==> src/rtl/charlieplex_pkg.sv <==
// Shared definitions for the charlieplex scanner and the charlieplexer it drives:
// LED-count/index-width helpers and the scanner state encoding.
package charlieplex_pkg;

  // Scanner states: park, inter-LED blanking gap, LED lit/dwell slot.
  typedef enum logic [1:0] {
    IDLE  = 2'd0,
    BLANK = 2'd1,
    DWELL = 2'd2
  } scan_state_e;

  // Number of LEDs a charlieplexed array of 'pincount' pins can address.
  function automatic int led_count(input int pincount);
    return pincount * (pincount - 1);
  endfunction

  // Width of an LED index for 'pincount' pins (at least one bit).
  function automatic int index_bits(input int pincount);
    int n;
    n = led_count(pincount);
    return (n > 1) ? $clog2(n) : 1;
  endfunction

  // Width of a down-counter that must hold the larger of the two slot lengths.
  function automatic int count_bits(input int dwell, input int blank);
    int m;
    m = (dwell > blank) ? dwell : blank;
    return $clog2(m + 1);
  endfunction

endpackage

==> src/rtl/charlieplex_next_lit.sv <==
// Combinational priority finder: lowest set bit of i_frame strictly above
// i_index, or the lowest set bit overall when i_from_start is high.
module charlieplex_next_lit
  import charlieplex_pkg::*;
#(
  parameter int LEDCOUNT  = 12,
  parameter int INDEXBITS = 4
) (
  input  logic [LEDCOUNT-1:0]  i_frame,
  input  logic [INDEXBITS-1:0] i_index,
  input  logic                 i_from_start,
  output logic [INDEXBITS-1:0] o_next,
  output logic                 o_found
);

  // Scan downwards so the last hit written is the lowest qualifying index.
  always_comb begin
    o_next  = '0;
    o_found = 1'b0;
    for (int i = LEDCOUNT - 1; i >= 0; i--) begin
      if (i_frame[i] && (i_from_start || (INDEXBITS'(i) > i_index))) begin
        o_next  = INDEXBITS'(i);
        o_found = 1'b1;
      end
    end
  end

endmodule

==> src/rtl/charlieplex_scanner.sv <==
// Time-multiplexes a one-bit-per-LED bitmap onto a charlieplexer. Frames are
// accepted into a shadow buffer and swapped into the active frame only at
// scan wrap, so a scan always shows a single complete frame. Every LED slot
// is preceded by a blanking gap so led_index never moves while lit.
//
// Frame handshake: a transfer happens on any clk edge where frame_valid and
// frame_ready are both 1. frame_ready is a registered copy of "shadow empty",
// so at most one frame is taken per shadow drain; frame_data must be held
// stable while frame_valid is 1 and frame_valid must not depend on
// frame_ready.
module charlieplex_scanner
  import charlieplex_pkg::*;
#(
  parameter int  PINCOUNT     = 4,
  parameter int  DWELL_CYCLES = 1000,
  parameter int  BLANK_CYCLES = 2,
  parameter int  SKIP_DARK    = 1,
  localparam int LEDCOUNT     = led_count(PINCOUNT),
  localparam int INDEXBITS    = index_bits(PINCOUNT)
) (
  input  logic                 clk,
  input  logic                 rst_n,
  input  logic                 run,
  input  logic [LEDCOUNT-1:0]  frame_data,
  input  logic                 frame_valid,
  output logic                 frame_ready,
  output logic [INDEXBITS-1:0] led_index,
  output logic                 led_enable,
  output logic                 frame_done,
  output scan_state_e          dbg_state
);

  localparam int                  CNTBITS    = count_bits(DWELL_CYCLES, BLANK_CYCLES);
  localparam logic [CNTBITS-1:0]  BLANK_LOAD = CNTBITS'(BLANK_CYCLES - 1);
  localparam logic [CNTBITS-1:0]  DWELL_LOAD = CNTBITS'(DWELL_CYCLES - 1);
  localparam logic [CNTBITS-1:0]  CNT_ONE    = CNTBITS'(1);
  // With SKIP_DARK=0 every LED gets a slot, so the finders treat all bits as lit.
  localparam logic [LEDCOUNT-1:0] VISIT_ALL  = {LEDCOUNT{(SKIP_DARK == 0)}};

  // Registered state
  scan_state_e          r_state;
  logic [CNTBITS-1:0]   r_cnt;
  logic [INDEXBITS-1:0] r_led_index;
  logic                 r_led_enable;
  logic                 r_frame_done;
  logic [LEDCOUNT-1:0]  r_active;
  logic [LEDCOUNT-1:0]  r_shadow;
  logic                 r_shadow_full;
  logic                 r_frame_ready;
  logic                 r_have_frame;

  // Next-state and helper wires
  scan_state_e          w_state_nxt;
  logic [CNTBITS-1:0]   w_cnt_nxt;
  logic [INDEXBITS-1:0] w_index_nxt;
  logic                 w_enable_nxt;
  logic                 w_done_nxt;
  logic                 w_swap;
  logic                 w_accept;
  logic                 w_shadow_full_nxt;
  logic [LEDCOUNT-1:0]  w_first_frame;
  logic [LEDCOUNT-1:0]  w_cur_mask;
  logic [LEDCOUNT-1:0]  w_first_mask;
  logic [INDEXBITS-1:0] w_next_idx;
  logic                 w_next_found;
  logic [INDEXBITS-1:0] w_first_idx;
  logic                 w_first_found;
  logic [INDEXBITS-1:0] w_first_pos;

  assign w_accept      = frame_valid && r_frame_ready;
  // Whenever a scan (re)starts, the frame it will show is the shadow if one is waiting.
  assign w_first_frame = r_shadow_full ? r_shadow : r_active;
  assign w_cur_mask    = r_active | VISIT_ALL;
  assign w_first_mask  = w_first_frame | VISIT_ALL;
  // An all-dark frame parks on index 0.
  assign w_first_pos   = w_first_found ? w_first_idx : '0;
  // A swap consumes the old shadow; a same-cycle accept refills it.
  assign w_shadow_full_nxt = w_accept ? 1'b1 : (w_swap ? 1'b0 : r_shadow_full);

  charlieplex_next_lit #(
    .LEDCOUNT  (LEDCOUNT),
    .INDEXBITS (INDEXBITS)
  ) u_next (
    .i_frame      (w_cur_mask),
    .i_index      (r_led_index),
    .i_from_start (1'b0),
    .o_next       (w_next_idx),
    .o_found      (w_next_found)
  );

  charlieplex_next_lit #(
    .LEDCOUNT  (LEDCOUNT),
    .INDEXBITS (INDEXBITS)
  ) u_first (
    .i_frame      (w_first_mask),
    .i_index      ('0),
    .i_from_start (1'b1),
    .o_next       (w_first_idx),
    .o_found      (w_first_found)
  );

  // Next-state logic: IDLE -> BLANK -> DWELL -> BLANK ... ; run low parks in IDLE.
  always_comb begin
    w_state_nxt  = r_state;
    w_cnt_nxt    = r_cnt;
    w_index_nxt  = r_led_index;
    w_enable_nxt = r_led_enable;
    w_done_nxt   = 1'b0;
    w_swap       = 1'b0;
    if (!run) begin
      w_state_nxt  = IDLE;
      w_index_nxt  = '0;
      w_enable_nxt = 1'b0;
    end else begin
      unique case (r_state)
        IDLE: begin
          w_enable_nxt = 1'b0;
          if (r_shadow_full || r_have_frame) begin
            w_swap      = r_shadow_full;
            w_index_nxt = w_first_pos;
            w_cnt_nxt   = BLANK_LOAD;
            w_state_nxt = BLANK;
          end
        end
        BLANK: begin
          w_enable_nxt = 1'b0;
          if (r_cnt == '0) begin
            w_enable_nxt = r_active[r_led_index];
            w_cnt_nxt    = DWELL_LOAD;
            w_state_nxt  = DWELL;
          end else begin
            w_cnt_nxt = r_cnt - CNT_ONE;
          end
        end
        DWELL: begin
          if (r_cnt == '0) begin
            w_enable_nxt = 1'b0;
            w_cnt_nxt    = BLANK_LOAD;
            w_state_nxt  = BLANK;
            if (w_next_found) begin
              w_index_nxt = w_next_idx;
            end else begin
              // Scan wrap: report completion and pick up any waiting frame.
              w_done_nxt  = 1'b1;
              w_swap      = r_shadow_full;
              w_index_nxt = w_first_pos;
            end
          end else begin
            w_cnt_nxt = r_cnt - CNT_ONE;
          end
        end
        default: begin
          w_state_nxt  = IDLE;
          w_index_nxt  = '0;
          w_enable_nxt = 1'b0;
        end
      endcase
    end
  end

  // Scan state, slot counter and registered charlieplexer outputs.
  always_ff @(posedge clk or negedge rst_n) begin
    if (!rst_n) begin
      r_state      <= IDLE;
      r_cnt        <= '0;
      r_led_index  <= '0;
      r_led_enable <= 1'b0;
      r_frame_done <= 1'b0;
    end else begin
      r_state      <= w_state_nxt;
      r_cnt        <= w_cnt_nxt;
      r_led_index  <= w_index_nxt;
      r_led_enable <= w_enable_nxt;
      r_frame_done <= w_done_nxt;
    end
  end

  // Shadow/active frame buffers and the frame handshake.
  always_ff @(posedge clk or negedge rst_n) begin
    if (!rst_n) begin
      r_active      <= '0;
      r_shadow      <= '0;
      r_shadow_full <= 1'b0;
      r_frame_ready <= 1'b1;
      r_have_frame  <= 1'b0;
    end else begin
      if (w_swap) begin
        r_active     <= r_shadow;
        r_have_frame <= 1'b1;
      end
      if (w_accept) begin
        r_shadow <= frame_data;
      end
      r_shadow_full <= w_shadow_full_nxt;
      r_frame_ready <= !w_shadow_full_nxt;
    end
  end

  assign frame_ready = r_frame_ready;
  assign led_index   = r_led_index;
  assign led_enable  = r_led_enable;
  assign frame_done  = r_frame_done;
  assign dbg_state   = r_state;

endmodule

==> config.mk <==
export PLATFORM = sky130hd
export DESIGN_NAME = charlieplex_scanner
export DESIGN_NICKNAME = d
export VERILOG_FILES = /design/src/rtl/charlieplex_pkg.sv /design/src/rtl/charlieplex_next_lit.sv /design/src/rtl/charlieplex_scanner.sv
export SDC_FILE = /design/constraint.sdc
export NUM_CORES = 1
export LEC_CHECK = 0
export ABC_AREA = 1
export CORE_MARGIN = 3
export CORE_UTILIZATION = 38
export CTS_CLUSTER_DIAMETER = 80
export CTS_CLUSTER_SIZE = 14
export DETAILED_ROUTE_END_ITERATION = 7
export HOLD_SLACK_MARGIN = 0.03
export PLACE_DENSITY = 0.68
export REMOVE_ABC_BUFFERS = 1
export SLEW_MARGIN = 25
export SYNTH_ARGS = -nofsm -noshare
export SYNTH_HDL_FRONTEND = slang
export SYNTH_SLANG_ARGS = --single-unit
==> constraint.sdc <==
create_clock -name clk -period 3.8 [get_ports clk]
set_input_delay 0.38 -clock clk [delete_from_list [all_inputs] [get_ports clk]]
set_output_delay 0.38 -clock clk [all_outputs]
set_load 0.01 [all_outputs]
### After elaboration in Yosys (flattened, before gate mapping)

Cells that the tools add are included.
W data, S select, Z words.

| cells by class | value |
|---|---|
| add/sub/neg operators | 1 |
| order comparisons | 13 |
| eq/ne operators | 7 |
| mux-type cells | 81 |
| reduce and logical (&&, ||, !) cells | 21 |

Operators by type and width:

| kind | number |
|---|---|
| $mux W4 | 29 |
| $mux W1 | 38 |
| $mux W10 | 3 |
| $pmux W10 S3 | 1 |
| $gt A3 B4 Y1 const A | 4 |
| $gt A4 B4 Y1 const A | 4 |
| $logic_and A1 B1 Y1 | 13 |
| $mux W12 | 1 |
| $pmux W4 S3 | 1 |
| $logic_not A10 Y1 | 1 |
| $sub A10 B1 Y10 const B | 1 |
| $ne A3 B3 Y1 const B | 3 |
| $reduce_and A3 Y1 | 3 |
| $gt A1 B4 Y1 const A | 2 |
| $gt A2 B4 Y1 const A | 2 |
| $mux W2 | 4 |
| $pmux W2 S3 | 1 |
| $lt A4 B5 Y1 const B | 1 |
| $bmux W1 S4 | 1 |
| $ne A2 B2 Y1 const B | 2 |
| $pmux W1 S2 | 2 |
| $reduce_bool A3 Y1 | 1 |
| $eq A2 B1 Y1 const B | 1 |
| $eq A2 B2 Y1 const B | 1 |
| other kinds (3) | 3 |

| storage, ports and cells | value |
|---|---|
| register bits after elaboration | 45 |
| input bits | 16 |
| output and inout bits | 9 |
| word-level logic and storage cells | 133 |

### Logic depth before layout (Yosys ltp)

Gate-level depths: netlist (run 1).

| logic depth | value |
|---|---|
| depth in word-level cells | 21 |
| mapped depth | 17 |
| gate-level depth less buffers | 17 |

### Cells and area by module

Synthesis (run 1) repeated with hierarchy kept, for this count alone.

| second synthesis, totals | value |
|---|---|
| cells, all modules | 479 |
| area, all modules | 3,111.7 um2 |

By module, submodules not included:

| module | times used | cells each | area an instance (um2) | seq. area each (um2) |
|---|---|---|---|---|
| charlieplex_scanner | 1 | 363 | 2,568.7 | 1,127.3 |
| charlieplex_next_lit | 2 | 58 | 271.5 | 0.0 |

### Worst setup path after synthesis (run 1)

No wires, ideal clock.

| path | value |
|---|---|
| kind | register -> register |
| start point | register r_led_index[0] (netlist: led_index[0]) |
| end point | register r_active[7] |
| library setup time | 118 ps |
| data arrival time | 1,786 ps |
| required time | 3,682 ps |
| setup slack | 1,896 ps |
| stages on the path, launching flop included | 12 |
| path buffers | 2 |
| clock period less this slack | 1,904 ps |
| cells stage by stage | dfrtp_1 > buf_2 > nand2_1 > a31oi_1 > nand3_2 > nor2_4 > nand2_4 > o21ai_4 > nand3_4 > buf_6 > nand2_1 > o21ai_2 |

| on the way | value |
|---|---|
| cells in the longest elaborated chain, start to end | 18 |
| elaborated cells between the ends (all ways) | 40 |
| classes of those cells | order compare (12); mux (16); reduce/logical (12) |

RTL lines:

| what | line | RTL |
|---|---|---|
| start, declared | charlieplex_scanner.sv:43 | `logic [INDEXBITS-1:0] r_led_index;` |
| start signal, assigned | charlieplex_scanner.sv:172 | `r_led_index <= w_index_nxt;` |
| $gt A4 B4 Y1 | charlieplex_next_lit.sv:21 | `if (i_frame[i] && (i_from_start \|\| (INDEXBITS'(i) > i_index))) begin` |
| $logic_and A1 B1 Y1 | charlieplex_next_lit.sv:21 |  |
| $mux W1 (11 in series) | charlieplex_next_lit.sv:21 |  |
| $mux W1 * | charlieplex_next_lit.sv:21 |  |
| $mux W1 * | charlieplex_scanner.sv:140 | `if (w_next_found) begin` |
| $mux W1 * | charlieplex_scanner.sv:136 | `if (r_cnt == '0) begin` |
| $pmux W1 S2 * | charlieplex_scanner.sv:115 | `unique case (r_state)` |
| $mux W1 * | charlieplex_scanner.sv:110 | `if (!run) begin` |
| end signal, assigned | charlieplex_scanner.sv:188 | `r_active <= r_shadow;` |
| end, declared | charlieplex_scanner.sv:46 | `logic [LEDCOUNT-1:0] r_active;` |

Mark *: on every way between the ends. The rest lies on a longest branch, timed or not.
A chain may end at the register's enable or synchronous reset.

### Final worst setup path (run 1)

| path | value |
|---|---|
| start point | register r_state[1] (netlist: dbg_state[1]) |
| end point | register r_cnt[8] |

| on the way | value |
|---|---|
| cells in the longest elaborated chain, start to end | 3 |
| elaborated cells between the ends (all ways) | 7 |
| classes of those cells | eq/ne (3); mux (1); reduce/logical (3) |

RTL lines:

| what | line | RTL |
|---|---|---|
| start, declared | charlieplex_scanner.sv:41 | `scan_state_e r_state;` |
| start signal, assigned | charlieplex_scanner.sv:170 | `r_state <= w_state_nxt;` |
| $eq A2 B2 Y1, or another cell as far along | charlieplex_scanner.sv:115 |  |
| $reduce_bool A3 Y1 (no line) / $ne A2 B2 Y1 (equally long branches) | n/a |  |
| $reduce_and A3 Y1 (no line) | n/a |  |
| end signal, assigned | charlieplex_scanner.sv:171 | `r_cnt <= w_cnt_nxt;` |
| end, declared | charlieplex_scanner.sv:42 | `logic [CNTBITS-1:0] r_cnt;` |

Parallel ways exist; a longest one is shown, timed or not.

==> results of run 1 <==
[cells by family (layout without fill, tap and decap cells)]
| kind of cell | after synthesis | count (layout) | synth area share, % |
|---|---|---|---|
| simple gates | 163 | 163 | 26.3 |
| xor+xnor | 5 | 5 | 1.59 |
| compound gates | 89 | 89 | 19.3 |
| fa+ha+maj | 5 | 5 | 2.28 |
| flops | 45 | 45 | 41.0 |
| buf+inv | 64 | 87 | 9.51 |
[worst max-delay path: cells and delay by family, from the launching register on]
kind,cells,cell delay (ns)
flip-flops,1,0.42
AND/OR/NAND/NOR,3,0.49
buffers and inverters,3,0.42
XOR/XNOR,1,0.17
AO/OA/AOI/OAI,2,0.73
adder cells (fa/ha/maj),1,0.18
[layer usage]
metal  GRT usage [%]  share of wire, %  wire [um]
met3            2.07               4.3        244
met5               0                 0          0
met4            4.15              0.74         42
met2            23.4                45       2570
met1            21.0                50       2840
[registers in the layout, indices dropped and copies added (netlist names)]
name and count:
dbg_state 2, frame_done 1, frame_ready 1, led_enable 1
led_index 4, r_active 12, r_cnt 10, r_have_frame 1
r_shadow 12, r_shadow_full 1
[worst paths after layout]
check                      slack [ns]         start           end  cells after the start
max in group asynchronous        3.34         rst_n   r_shadow[0]                      1
setup reg to reg                 1.32  dbg_state[1]      r_cnt[8]                     10
min in group clk                 0.48  r_have_frame  r_have_frame                      2
hold / removal                   0.07         rst_n      r_cnt[1]                      1
hold reg to reg                  0.48  r_have_frame  r_have_frame                      2
setup / recovery                 1.32  dbg_state[1]      r_cnt[8]                     10
[report_power, final]
part | switching, mW | leakage, nW | internal (mW)
logic | 0.834 | 0.914 | 0.507
registers | 0.195 | 0.548 | 0.674
clock network | 0.179 | 0.0487 | 0.134
total | 1.21 | 1.51 | 1.32
[through the flow]
| stage | hold WS [ns] | instance area [um2] | power, mW |
|---|---|---|---|
| after floorplan | 0.0844 | 2690 | 1.87 |
| after global placement | 0.448 | 3050 | 2.18 |
| after detailed placement | 0.457 | 3050 | 2.22 |
| after CTS | 0.280 | 3150 | 2.54 |
| after global routing | 0.110 | 3150 | 2.81 |
| final | 0.0655 | 3150 | 2.52 |
[cell usage in the layout (no fill, tap or decap), types with 2 or more instances in the layout]
master           netlist  final
ha_1                   5      5
dfrtp_1               44     44
o21ai_2               12     12
xor2_1                 4      4
nor2_1                37     37
nand2_1               85     85
nor4_1                 5      5
nand2_2                8      8
clkbuf_8               0      5
nand4_1                2      2
clkdlybuf4s50_1        0     23
clkinv_4               0      2
a21oi_1               31     31
nand3_1               15     15
nor3_1                 2      2
o22ai_1                9      9
nor2_4                 2      2
buf_4                  0      2
and2_1                 3      3
o21ai_0               31     31
inv_1                 53     53
[cell type report]
type,instances,area (um2)
Clock buffer,5,68.8
Clock inverter,3,26.3
Fill cell,722,3760
Inverter,54,203
Multi-Input combinational cell,262,1360
Sequential cell,45,1130
Tap cell,96,120
Timing Repair Buffer,25,245
==> reports/qor.csv, run 1 <==
stage,metric,value,unit
floorplan,die area,0.00829,mm2
route,Avg Vias per Cell,4.85,
placement,number of port buffers,24,
floorplan,# rows,30,
critical_path,Worst Setup Path Type,reg -> reg,
critical_path,CP peak stage delay,0.62,ns
floorplan,# IOs,25,
global_routing,initial antenna violation count,0,
synth,Mean Syn Cell Area,7.41,um2
timing,final clock period utilization by the worst path,65.3,%
synth,Post-synth EDFFs,0,
pwr,Worst VDD drop,0.000253,V
synth,#FFs+latches synth,45,
layout,Final Core Density,45.6,%
clock_network,"Hold-fix buffers, CTS",0,
route,DR DRC count,0,
clock_network,post-CTS sizing,0,
timing,clk_skew,0.00927,ns
timing,RSZ-0062 raised after global routing,no,
placement,final RePlAce weighted congestion,0.889,
synth,Commonest cells post-synth,"85 x nand2_1, 53 x inv_1, 44 x dfrtp_1",
critical_path,CP max stage cell,a21oi_1,
synth,"Top FF cell, synth",dfrtp_1,
floorplan,Die W,91.1,um
timing,setup total negative slack,0,ns
route,total wire length,5690,um
layout,share of cells above drive strength 1,10.2,%
route,Routed WL per cell,11.6,um
pwr,Leak,1.51,nW
clock_network,clk buf depth,2,
synth,Synth cell types,33,
critical_path,Worst Path Arrival,2.71,ns
pwr,Pwr Density,801,mW/mm2
global_routing,global route total overflow,0,
synth,ys async rst share,100,%
synth,Synth Instances,371,
critical_path,cell chain of the critical path,"inv_1, ha_1, inv_1, nor3_1, nor2_1, inv_1, a21oi_1, nand2_1, xor2_1, a21oi_1",
flow_run,max_cap viols,0,
clock_network,Worst-Skew Late Latency,0.30,ns
timing,pins over their slew limit,0,
clock_network,Setup Buffers After CTS,0,
synth,sequential fraction of the synthesis area,41.0,%
timing,fmax,403,MHz
hold_path,Hold WC Path Type,in -> async,
clock_network,TritonCTS buffer count,5,
critical_path,Worst EP required,4.03,ns
global_routing,number of global-route vias before repair,2191,
clock_network,register clock-pin slew on the reported worst setup and hold paths,0.09,ns
timing,Final Critical Period,2.48,ns
route,drt first pass iters,4,
clock_network,CTS tree,built,
synth,top-count cell post-synth,nand2_1,
global_routing,largest net degree at the start of global routing,46,
clock_network,clock root buffer,clkbuf_8,
layout,Layout Cells excl Fill,490,
placement,placed cells,482,
layout,Area Growth Syn to Fin,14.6,%
floorplan,Die Y,91.1,um
synth,area of the mapped netlist,0.00275,mm2
floorplan,Starting Density,39.8,%
run_status,status,"finished, final reports clean",
clock_network,# H-tree levels,2,
global_routing,total track usage,14.7,%
synth,Yosys top cell by area,dfrtp_1,
placement,pre-CTS setup slack,1.25,ns
timing,Rel. slew slack,46.4,%
timing,Final setup viols,0,
critical_path,CP Launch Type,flip-flop,
route,routed vias,2375,
synth,synth top area cells,"dfrtp_1 40%, nand2_1 12%, inv_1 7.2%",
timing,Final Worst Setup Slack,1.32,ns
placement,DP HPWL,4240,um
global_routing,first-pass GRT wire length,10100,um
layout,n_diodes,0,
route,post-route ant nets,0,
timing,Final Hold Vio Count,0,
critical_path,worst-path fanout max,11,
floorplan,placeable core area,0.00691,mm2
critical_path,"Top cell by count, worst path",inv_1,
route,DRT iter0 DRCs,126,
synth,yosys warns,0,
layout,Final nets,414,
critical_path,CP endpoint kind,flip-flop,
synth,top-area cell type share of the netlist area,40.1,%
clock_network,clock sinks,45,
timing,worst slew pin tran,0.796,ns
Power figures use the tool's default switching activity.
==> run 2, diff against run 1 <==
==> constraint.sdc (replaced) <==
create_clock -name clk -period 2.3 [get_ports clk]
set_input_delay 0.23 -clock clk [delete_from_list [all_inputs] [get_ports clk]]
set_output_delay 0.23 -clock clk [all_outputs]
set_load 0.01 [all_outputs]
==> run 2 against run 1 <==
Effect of this change: die area stayed put; critical path type unchanged; utilization is 1.7 points higher; highest routed layer unchanged; largest cell class unchanged; largest power group unchanged; setup slack worse by 1.1 ns; non-clock buffer count is 16 higher; maximum frequency is 20% higher.
==> reports/qor.csv, run 2 (synthesized netlist as in run 1, its figures left out) <==
stage,metric,value,unit,change
route,DRT iter0 DRCs,140,,+11%
layout,"commonest cells after routing, fill and taps aside","85 x nand2_1, 53 x inv_1, 44 x dfrtp_1",,
clock_network,Worst-Skew Late Latency,0.30,ns,about the same
timing,pins over their slew limit,0,,unchanged
critical_path,RR Endpoint,r_shadow_full,,
global_routing,number of global-route vias before repair,2325,,+6.1%
floorplan,Starting Density,39.8,%,unchanged
floorplan,die area,0.00829,mm2,unchanged
route,DR DRC count,0,,unchanged
clock_network,# H-tree levels,2,,unchanged
layout,Layout Cells excl Fill,506,,+3.3%
floorplan,# rows,30,,unchanged
critical_path,cell chain of the critical path,"o21ai_0, a31oi_1, nand3_2, nor2_4, nand2_4, o21ai_4, nand3_4, buf_12, nand2_1, nand2_1",,
floorplan,Die W,91.1,um,unchanged
critical_path,CP endpoint kind,flip-flop,,
layout,n_diodes,0,,unchanged
clock_network,CTS tree,built,,
clock_network,clock sinks,45,,unchanged
timing,RSZ-0062 raised after global routing,no,,
floorplan,# IOs,25,,unchanged
placement,placed cells,497,,+3.1%
timing,setup total negative slack,0,ns,unchanged
route,post-route ant nets,0,,unchanged
layout,share of cells above drive strength 1,13.2,%,+3.0 points
layout,Final Core Density,47.4,%,+1.7 points
critical_path,worst-path fanout max,20,,+9
critical_path,"Top cell by count, worst path",nand2_1,,
global_routing,largest net degree at the start of global routing,26,,-43%
critical_path,origin of the critical flop-to-flop path,led_index[1],,
critical_path,CP peak stage delay,0.50,ns,-0.12 ns
global_routing,initial antenna violation count,0,,unchanged
clock_network,clock root buffer,clkbuf_8,,
layout,"commonest non-fill, non-tap cell in the layout",nand2_1,,
timing,Rel. slew slack,52.9,%,+6.5 points
critical_path,depth of the most critical reg-to-reg path,10,,unchanged
pwr,Leak,1.59,nW,+5.1%
critical_path,Worst Path Arrival,2.22,ns,-0.49 ns
timing,clk_skew,0.0110,ns,+0.00176 ns
timing,Final Hold Vio Count,0,,unchanged
pwr,Tot Pwr,4.30,mW,+70%
timing,Final Worst Setup Slack,0.227,ns,-1.09 ns
layout,post-route cell area,0.00327,mm2,+3.8%
layout,Area Growth Syn to Fin,19.0,%,
route,routed vias,2461,,+3.6%
timing,WHS,0.254,ns,+0.189 ns
critical_path,Worst EP required,2.45,ns,-1.58 ns
placement,number of port buffers,24,,unchanged
route,total wire length,5980,um,+5.0%
pwr,Worst VDD drop,0.000394,V,+56%
clock_network,"Hold-fix buffers, CTS",1,,+1
critical_path,CP Launch Type,flip-flop,,
critical_path,Worst Setup Path Type,reg -> reg,,
placement,pre-CTS setup slack,0.248,ns,-1.00 ns
layout,top flop regs,"r_active (12), r_shadow (12), r_cnt (10)",,
timing,Final setup viols,0,,unchanged
placement,DP HPWL,4690,um,+11%
global_routing,total track usage,15.3,%,+0.59 points
flow_run,max_cap viols,0,,unchanged
hold_path,Hold WC Path Type,in -> async,,
layout,Final nets,430,,+3.9%
route,Routed WL per cell,11.8,um,+1.7%
placement,final RePlAce weighted congestion,0.918,,+3.3%
clock_network,clk buf depth,2,,unchanged
timing,fmax,482,MHz,+20%
timing,Final Critical Period,2.07,ns,-0.410 ns
pwr,Pwr Density,1310,mW/mm2,+64%
clock_network,TritonCTS buffer count,5,,unchanged
floorplan,Die Y,91.1,um,unchanged
floorplan,placeable core area,0.00691,mm2,unchanged
timing,worst slew pin tran,0.705,ns,-0.0912 ns
run_status,status,"finished, final reports clean",,
global_routing,first-pass GRT wire length,10500,um,+3.6%
clock_network,post-CTS sizing,0,,unchanged
clock_network,register clock-pin slew on the reported worst setup and hold paths,0.09,ns,about the same
global_routing,global route total overflow,0,,unchanged
clock_network,Setup Buffers After CTS,0,,unchanged
critical_path,CP max stage cell,dfrtp_1,,
timing,final clock period utilization by the worst path,90.1,%,+25 points
route,Avg Vias per Cell,4.86,,+0.34%
placement,Post-DP Area,0.00318,mm2,+4.1%
critical_path,R2R setup slack,0.23,ns,-1.09 ns
route,drt first pass iters,4,,unchanged
[run 2: cell count changes in the layout (fill, tap and decap cells not counted)]
cell,change
buf_4,+13
clkinv_4,-2
dlygate4sd3_1,+1
clkbuf_1,+1
buf_2,+1
clkinv_2,+2
buf_12,+1
inv_6,-1
[run 2: final cells by class]
cell class / instances / area [um2]
Clock buffer: 6 / 72.6
Clock inverter: 2 / 10.0
Inverter: 54 / 203
Tap cell: 96 / 120
Fill cell: 707 / 3640
Sequential cell: 45 / 1130
Multi-Input combinational cell: 262 / 1360
Timing Repair Buffer: 41 / 378
[run 2: how the worst max path moves through the flow]
stage | startpoint | end | slack (ns) | depth (start not counted)
floorplan | led_index[0] | r_shadow_full | 0.16 | 11
global placement | led_index[1] | r_shadow_full | 0.30 | 10
detailed placement | led_index[0] | r_shadow_full | 0.25 | 12
CTS | led_index[0] | r_shadow_full | 0.23 | 12
global route | led_index[3] | frame_ready | 0.03 | 11
finish | led_index[1] | r_shadow_full | 0.23 | 10
[run 2: report_power, final]
| group | switching, mW | total [mW] | internal, mW |
|---|---|---|---|
| registers | 0.299 | 1.41 | 1.12 |
| logic | 1.45 | 2.41 | 0.962 |
| clock network | 0.264 | 0.475 | 0.211 |
[run 2: worst max-delay path: cells and delay by family, from the launching register on]
kind,cells,cell delay (ns)
compound gates,3,0.67
buf+inv,1,0.17
flops,1,0.50
simple gates,6,0.57
[run 2: metal layers]
| layer | track usage, % | up-vias | part of all wire (%) |
|---|---|---|---|
| li1 | - | 1279 | - |
| met3 | 2.73 | 6 | 5.1 |
| met5 | 0 | - | 0 |
| met4 | 5.40 | 0 | 1.3 |
| met2 | 23.5 | 58 | 44 |
| met1 | 21.7 | 1118 | 50 |
